==> src/rtl/mem_access_pkg.sv <==
// Shared types and encodings for the memory-stage access controller.
package mem_access_pkg;
  localparam int MEM_WORDS_DEF = 256;
  localparam logic SIZE_WORD = 1'b0;
  localparam logic SIZE_BYTE = 1'b1;

  typedef enum logic [2:0] {IDLE, RD, RD_WAIT, WR, RESP} state_t;
endpackage

==> src/rtl/byte_lane_merge.sv <==
// Combinational byte-lane helper: extracts/extends a lane for loads and inserts
// a byte into a lane for read-modify-write stores. Lanes are little-endian.
module byte_lane_merge #(
  parameter int DATA_W = 16
) (
  input  logic [DATA_W-1:0] word,
  input  logic              lane,
  input  logic              sgn,
  input  logic [7:0]        wbyte,
  output logic [DATA_W-1:0] ext,
  output logic [DATA_W-1:0] merged
);
  logic [7:0] sel;

  assign sel    = lane ? word[15:8] : word[7:0];
  assign ext    = {{(DATA_W-8){sgn & sel[7]}}, sel};
  assign merged = lane ? {wbyte, word[7:0]} : {word[DATA_W-1:8], wbyte};
endmodule

==> src/rtl/mem_access_unit.sv <==
// Memory-stage controller in front of the word-only dataMemory: word/byte loads,
// word stores and byte stores via read-modify-write, with range/alignment checks.
module mem_access_unit
  import mem_access_pkg::*;
#(
  parameter int MEM_WORDS = MEM_WORDS_DEF,
  parameter int ADDR_W    = 16,
  parameter int DATA_W    = 16
) (
  input  logic              clock,
  input  logic              reset_n,
  input  logic              req_valid,
  output logic              req_ready,
  input  logic              req_write,
  input  logic              req_size,
  input  logic              req_signed,
  input  logic [ADDR_W-1:0] req_addr,
  input  logic [DATA_W-1:0] req_wdata,
  output logic              resp_valid,
  input  logic              resp_ready,
  output logic [DATA_W-1:0] resp_rdata,
  output logic              resp_error,
  output logic [15:0]       mem_address,
  output logic [DATA_W-1:0] mem_wdata,
  input  logic [DATA_W-1:0] mem_rdata,
  output logic              mem_write_en,
  output logic              mem_read_en
);
  localparam logic [ADDR_W-1:0] MEM_LIMIT = ADDR_W'(MEM_WORDS);

  state_t            state;
  logic [ADDR_W-2:0] idx_q;
  logic              wr_q, size_q, sgn_q, lane_q;
  logic [7:0]        wbyte_q;
  logic              req_err;
  logic [DATA_W-1:0] ext_w, merged_w;

  assign req_err = ({1'b0, req_addr[ADDR_W-1:1]} >= MEM_LIMIT) ||
                   (req_size == SIZE_WORD && req_addr[0]);

  // Enables and address decode from state so a reset drops them immediately.
  assign req_ready    = (state == IDLE);
  assign resp_valid   = (state == RESP);
  assign mem_read_en  = (state == RD);
  assign mem_write_en = (state == WR);
  assign mem_address  = (state inside {RD, RD_WAIT, WR}) ? 16'(idx_q) : 16'h0;

  byte_lane_merge #(.DATA_W(DATA_W)) u_merge (
    .word   (mem_rdata),
    .lane   (lane_q),
    .sgn    (sgn_q),
    .wbyte  (wbyte_q),
    .ext    (ext_w),
    .merged (merged_w)
  );

  always_ff @(posedge clock or negedge reset_n) begin
    if (!reset_n) begin
      state      <= IDLE;
      idx_q      <= '0;
      wr_q       <= 1'b0;
      size_q     <= SIZE_WORD;
      sgn_q      <= 1'b0;
      lane_q     <= 1'b0;
      wbyte_q    <= '0;
      resp_rdata <= '0;
      resp_error <= 1'b0;
      mem_wdata  <= '0;
    end else begin
      case (state)
        IDLE: if (req_valid) begin
          idx_q      <= req_addr[ADDR_W-1:1];
          wr_q       <= req_write;
          size_q     <= req_size;
          sgn_q      <= req_signed;
          lane_q     <= req_addr[0];
          wbyte_q    <= req_wdata[7:0];
          resp_rdata <= '0;
          resp_error <= req_err;
          if (req_err)
            state <= RESP;
          else if (req_write && req_size == SIZE_WORD) begin
            mem_wdata <= req_wdata;
            state     <= WR;
          end else
            state <= RD;
        end
        RD:      state <= RD_WAIT;
        RD_WAIT: if (wr_q) begin
          mem_wdata <= merged_w;
          state     <= WR;
        end else begin
          resp_rdata <= (size_q == SIZE_BYTE) ? ext_w : mem_rdata;
          state      <= RESP;
        end
        WR:      state <= RESP;
        RESP:    if (resp_ready) state <= IDLE;
        default: state <= IDLE;
      endcase
    end
  end
endmodule
==> config.mk <==
export PLATFORM = sky130hd
export DESIGN_NAME = mem_access_unit
export DESIGN_NICKNAME = d
export VERILOG_FILES = /design/src/rtl/mem_access_pkg.sv /design/src/rtl/byte_lane_merge.sv /design/src/rtl/mem_access_unit.sv
export SDC_FILE = /design/constraint.sdc
export NUM_CORES = 1
export LEC_CHECK = 0
export CAP_MARGIN = 15
export CORE_MARGIN = 8
export CORE_UTILIZATION = 40
export CTS_CLUSTER_SIZE = 16
export DETAILED_ROUTE_END_ITERATION = 10
export HOLD_SLACK_MARGIN = 0.12
export PLACE_DENSITY = 0.72
export SYNTH_ARGS = -nofsm -noshare
export SYNTH_HDL_FRONTEND = slang
export SYNTH_HIERARCHICAL = 1
export SYNTH_SLANG_ARGS = --single-unit
==> constraint.sdc <==
create_clock -name clock -period 2.6 [get_ports clock]
set_input_delay 0.52 -clock clock [delete_from_list [all_inputs] [get_ports clock]]
set_output_delay 0.52 -clock clock [all_outputs]
set_load 0.005 [all_outputs]
==> metrics.md <==
| Metric | Value |
|---|---|
| Share of the synthesized area in the top cell type | between 40% and 50% |
| Yosys reg bits | 63 |
| RSZ-0062 raised after global routing | false |
| Yosys warnings | 6 |
| R2r startpoint | state[2]$_DFFE_PN0P_ |
| Leakage | around 2.1 nW |
| Worst path arrival time | approximately 1.8 ns |
| CP Capture Type | output port |
| Largest stage delay on the critical path | between 0.5 and 0.6 ns |
| Xor/xnor share of the synthesized area | 0% |
| Crit-path cells | nor2_2 -> and2_1 -> clkdlybuf4s50_1 |
| Die area | roughly 12000 um^2 |
| Largest family of logic cells by synthesized area | multiplexers |
| Share of post-route cells with drive strength above 1 | between 20% and 30% |
| Most used DFF post-synth | dfrtp_1 |
| Crit Path Category | register to output port |
| Final min period | around 2.3 ns |
| Synth Area per Inst | 10.4 um^2 |
| Global-route wire length before repair | between 10000 and 15000 um |
| Status | finished clean |
| Clk sinks | 63 |
| R2R depth | 6 |
| Placeable Area | between 8000 and 9000 um^2 |
| Initial antenna violation count | 0 |
| Via count | about 2600 |
| Clk_skew | ~0.0094 ns |
| Hold Vio Cnt, Final | 0 |
| Sw frac | 27.8% |
| Largest net degree at the start of global routing | 39 |
| EDFF count, synth | 0 |
| Gr usage total | about 16% |
| Post-route ant nets | 0 |
| Routed WL | about 8900 um |
| Comb power frac | between 20 and 25% |
| CTS tree | done |
| Net Sw Power | approximately 0.00070 W |
| Critical-path maximum fanout | 15 |
| Placed cell area | ~4500 um^2 |
| Asr flop ratio synth | 100% |
| Clock power frac | 32.6% |
| GPL Wtd Cong | around 0.8 |
| H-tree depth | 3 |
| 1st-iter DRT viols | 77 |
| Synth Cell Area | 3410 um^2 |
| Worst relative slew slack | between 30% and 40% |
| Critical path origin | state[2]$_DFFE_PN0P_ |
| Fmax achieved | between 400 and 500 MHz |
| N_diodes | 0 |
| Dpl hpwl | just under 7000 um |
| Clock transition at path regs | roughly 0.07 ns |
| Compound-Gate Fraction of Synth Area | under 10% |
| Seq/Total Area, Yosys | 46.3% |
| I/O pin count | about 110 |
| Crit path launch type | register |
| Setup slack, reg-to-reg | about 0.38 ns |
| Final setup vio count | 0 |
| Num rows | 33 |
| Final core utilization | roughly 57% |
| Area growth syn-to-layout | 37.6% |
| Final #Nets | 480 |
| TritonCTS buffer count | 9 |
| Post-Syn Nets | 381 |
| Worst flop-to-flop path endpoint | resp_rdata[2]$_DFFE_PN0P_ |
| Drc violations | 0 |
| Hold Crit Class | input port to async pin |
| Starting Density | roughly two fifths |
| Slew Limit Fails | 0 |
| Simple-gate portion of the synthesized area | a little under a fifth |
| Worst EP required | about 2.1 ns |
| DR vias/cell | roughly 5 |
| # Max-Cap Violations | 0 |
| Syn Inst Count | ~330 |
| Slowest CP cell | clkdlybuf4s50_1 |
| CP endpoint | mem_address[6] |
| Clock Path Buffers | 2 |
| Vias in the first global route | 2842 |
| DRT Pass-1 Iters | 4 |
| Placed instance count | a little over 500 |
| DIE HEIGHT | between 100 and 150 um |
| Int Power | 0.00183 W |
| Synth area leader | dfrtp_1 |
| Routed len/inst | approximately 17 um |
| Fin crit share | 90.4% |
| Post-CTS Setup Inserts | 0 |
| Pwr Density | ~540 nW/um^2 |
| Most common cell in the netlist | nand2_1 |
| Post-synthesis adder-cell area fraction | 0% |
| Total global routing overflow | 0 |
| Unique masters post-synth | 35 |
| Hold_ws | between 0.15 and 0.2 ns |
| Max VDD drop | 0.251 mV |
| Tot Pwr | roughly 0.0025 W |
| Slew @ Worst Pin | just over 1 ns |
| Skew-Pair Late Insertion Delay | between 0.3 and 0.4 ns |
| Mux cell area share after synthesis | between 20% and 30% |
| Design area | between 4000 and 5000 um^2 |
| Post-synth top cells | 82 x nand2_1, 63 x dfrtp_1, 44 x mux2_2 |
| Flop pwr share | between 40 and 50% |
| Die Width | between 100 and 150 um |
| Number of I/O port buffers | roughly 110 |
| Root Driver | clkbuf_8 |
| Ranking of synthesized cells by area | dfrtp_1 46%, mux2_2 15%, nand2_1 9.0% |
| Non-filler cells in the finished layout | 535 |
-- worst max-delay path: cells and delay by family, from the launching register on --
family,cells,cell delay [ns]
buffers and inverters,1,0.52
and+or+nand+nor,2,0.58
DFF,1,0.39
-- power groups by stage --
| stage | registers, W | clock network [W] | logic (W) |
|---|---|---|---|
| detailed placement | 0.00118 | 0 | 0.000549 |
| global placement | 0.00117 | 0 | 0.000535 |
| CTS | 0.00116 | 0.000844 | 0.000551 |
| global route | 0.00118 | 0.000889 | 0.000601 |
| floorplan | 0.00114 | 0 | 0.000393 |
| finish | 0.00116 | 0.000826 | 0.000545 |
-- flip-flops by register name (all words and copies together) (netlist names) --
register and cells:
idx_q 15, lane_q 1, mem_wdata 16, resp_error 1, resp_rdata 16, sgn_q 1
size_q 1, state 3, wbyte_q 8, wr_q 1
-- cells in the final DEF (no fill, tap or decap), drive strengths merged, types with 2 or more instances in the layout --
cell and count:
clkinv 4, clkbuf 10, clkdlybuf4s50 105, nor2 3, dfrtp 63, a211oi 3, nand3 16, nand2b 2
buf 13, o21ai 18, a21oi 2, nor3b 3, nand2 82, and2 17, mux2i 16, mux2 56
nand3b 2, nor3 3
-- timing repair --
item                                    in CTS  in global routing
gates resized for setup                      1                  0
endpoints found under the setup margin       2                  0
endpoints found under the hold margin        0                  0
hold buffers                                 0                  0
-- routing by layer --
metal / vias up / share of wire [%] / track usage, %
met5: - / 0 / 0
met4: 0 / 1.8 / 6.65
met3: 11 / 4.5 / 3.87
met2: 60 / 48 / 24.9
met1: 1245 / 45 / 19.5
li1: 1295 / - / -
-- logic make-up after synthesis --
logic type      Yosys count
compound gates           24
buf+inv                  31
flops                    63
mux                      72
other cells               1
simple gates            135
-- per-stage QoR --
stage / TNS, ns / setup slack (ns)
6_report: 0 / 0.251
5_1_grt: 0 / 0.108
4_1_cts: 0 / 0.207
3_5_place_dp: -0.806 / -0.103
3_3_place_gp: -0.262 / -0.0445
2_1_floorplan: 0 / 0.793
-- worst min path at each step --
stage                          from              endpoint  slack (ns)  depth (start not counted)
2_1_floorplan               reset_n  idx_q[0]$_DFFE_PN0P_        0.22                          0
3_3_place_gp   idx_q[0]$_DFFE_PN0P_  idx_q[0]$_DFFE_PN0P_        0.45                          2
3_5_place_dp   idx_q[2]$_DFFE_PN0P_  idx_q[2]$_DFFE_PN0P_        0.45                          2
4_1_cts                     reset_n  idx_q[1]$_DFFE_PN0P_        0.19                          1
5_1_grt                     reset_n  idx_q[1]$_DFFE_PN0P_        0.22                          1
6_report                    reset_n  idx_q[1]$_DFFE_PN0P_        0.18                          1
-- final cells by class --
type / instances / area [um^2]
Clock buffer: 10 / 128
Clock inverter: 6 / 61.3
Fill cell: 716 / 3530
Inverter: 1 / 3.75
Multi-Input combinational cell: 232 / 1630
Sequential cell: 63 / 1580
Tap cell: 105 / 131
Timing Repair Buffer: 118 / 1160
(Power assumes the default switching activity.)
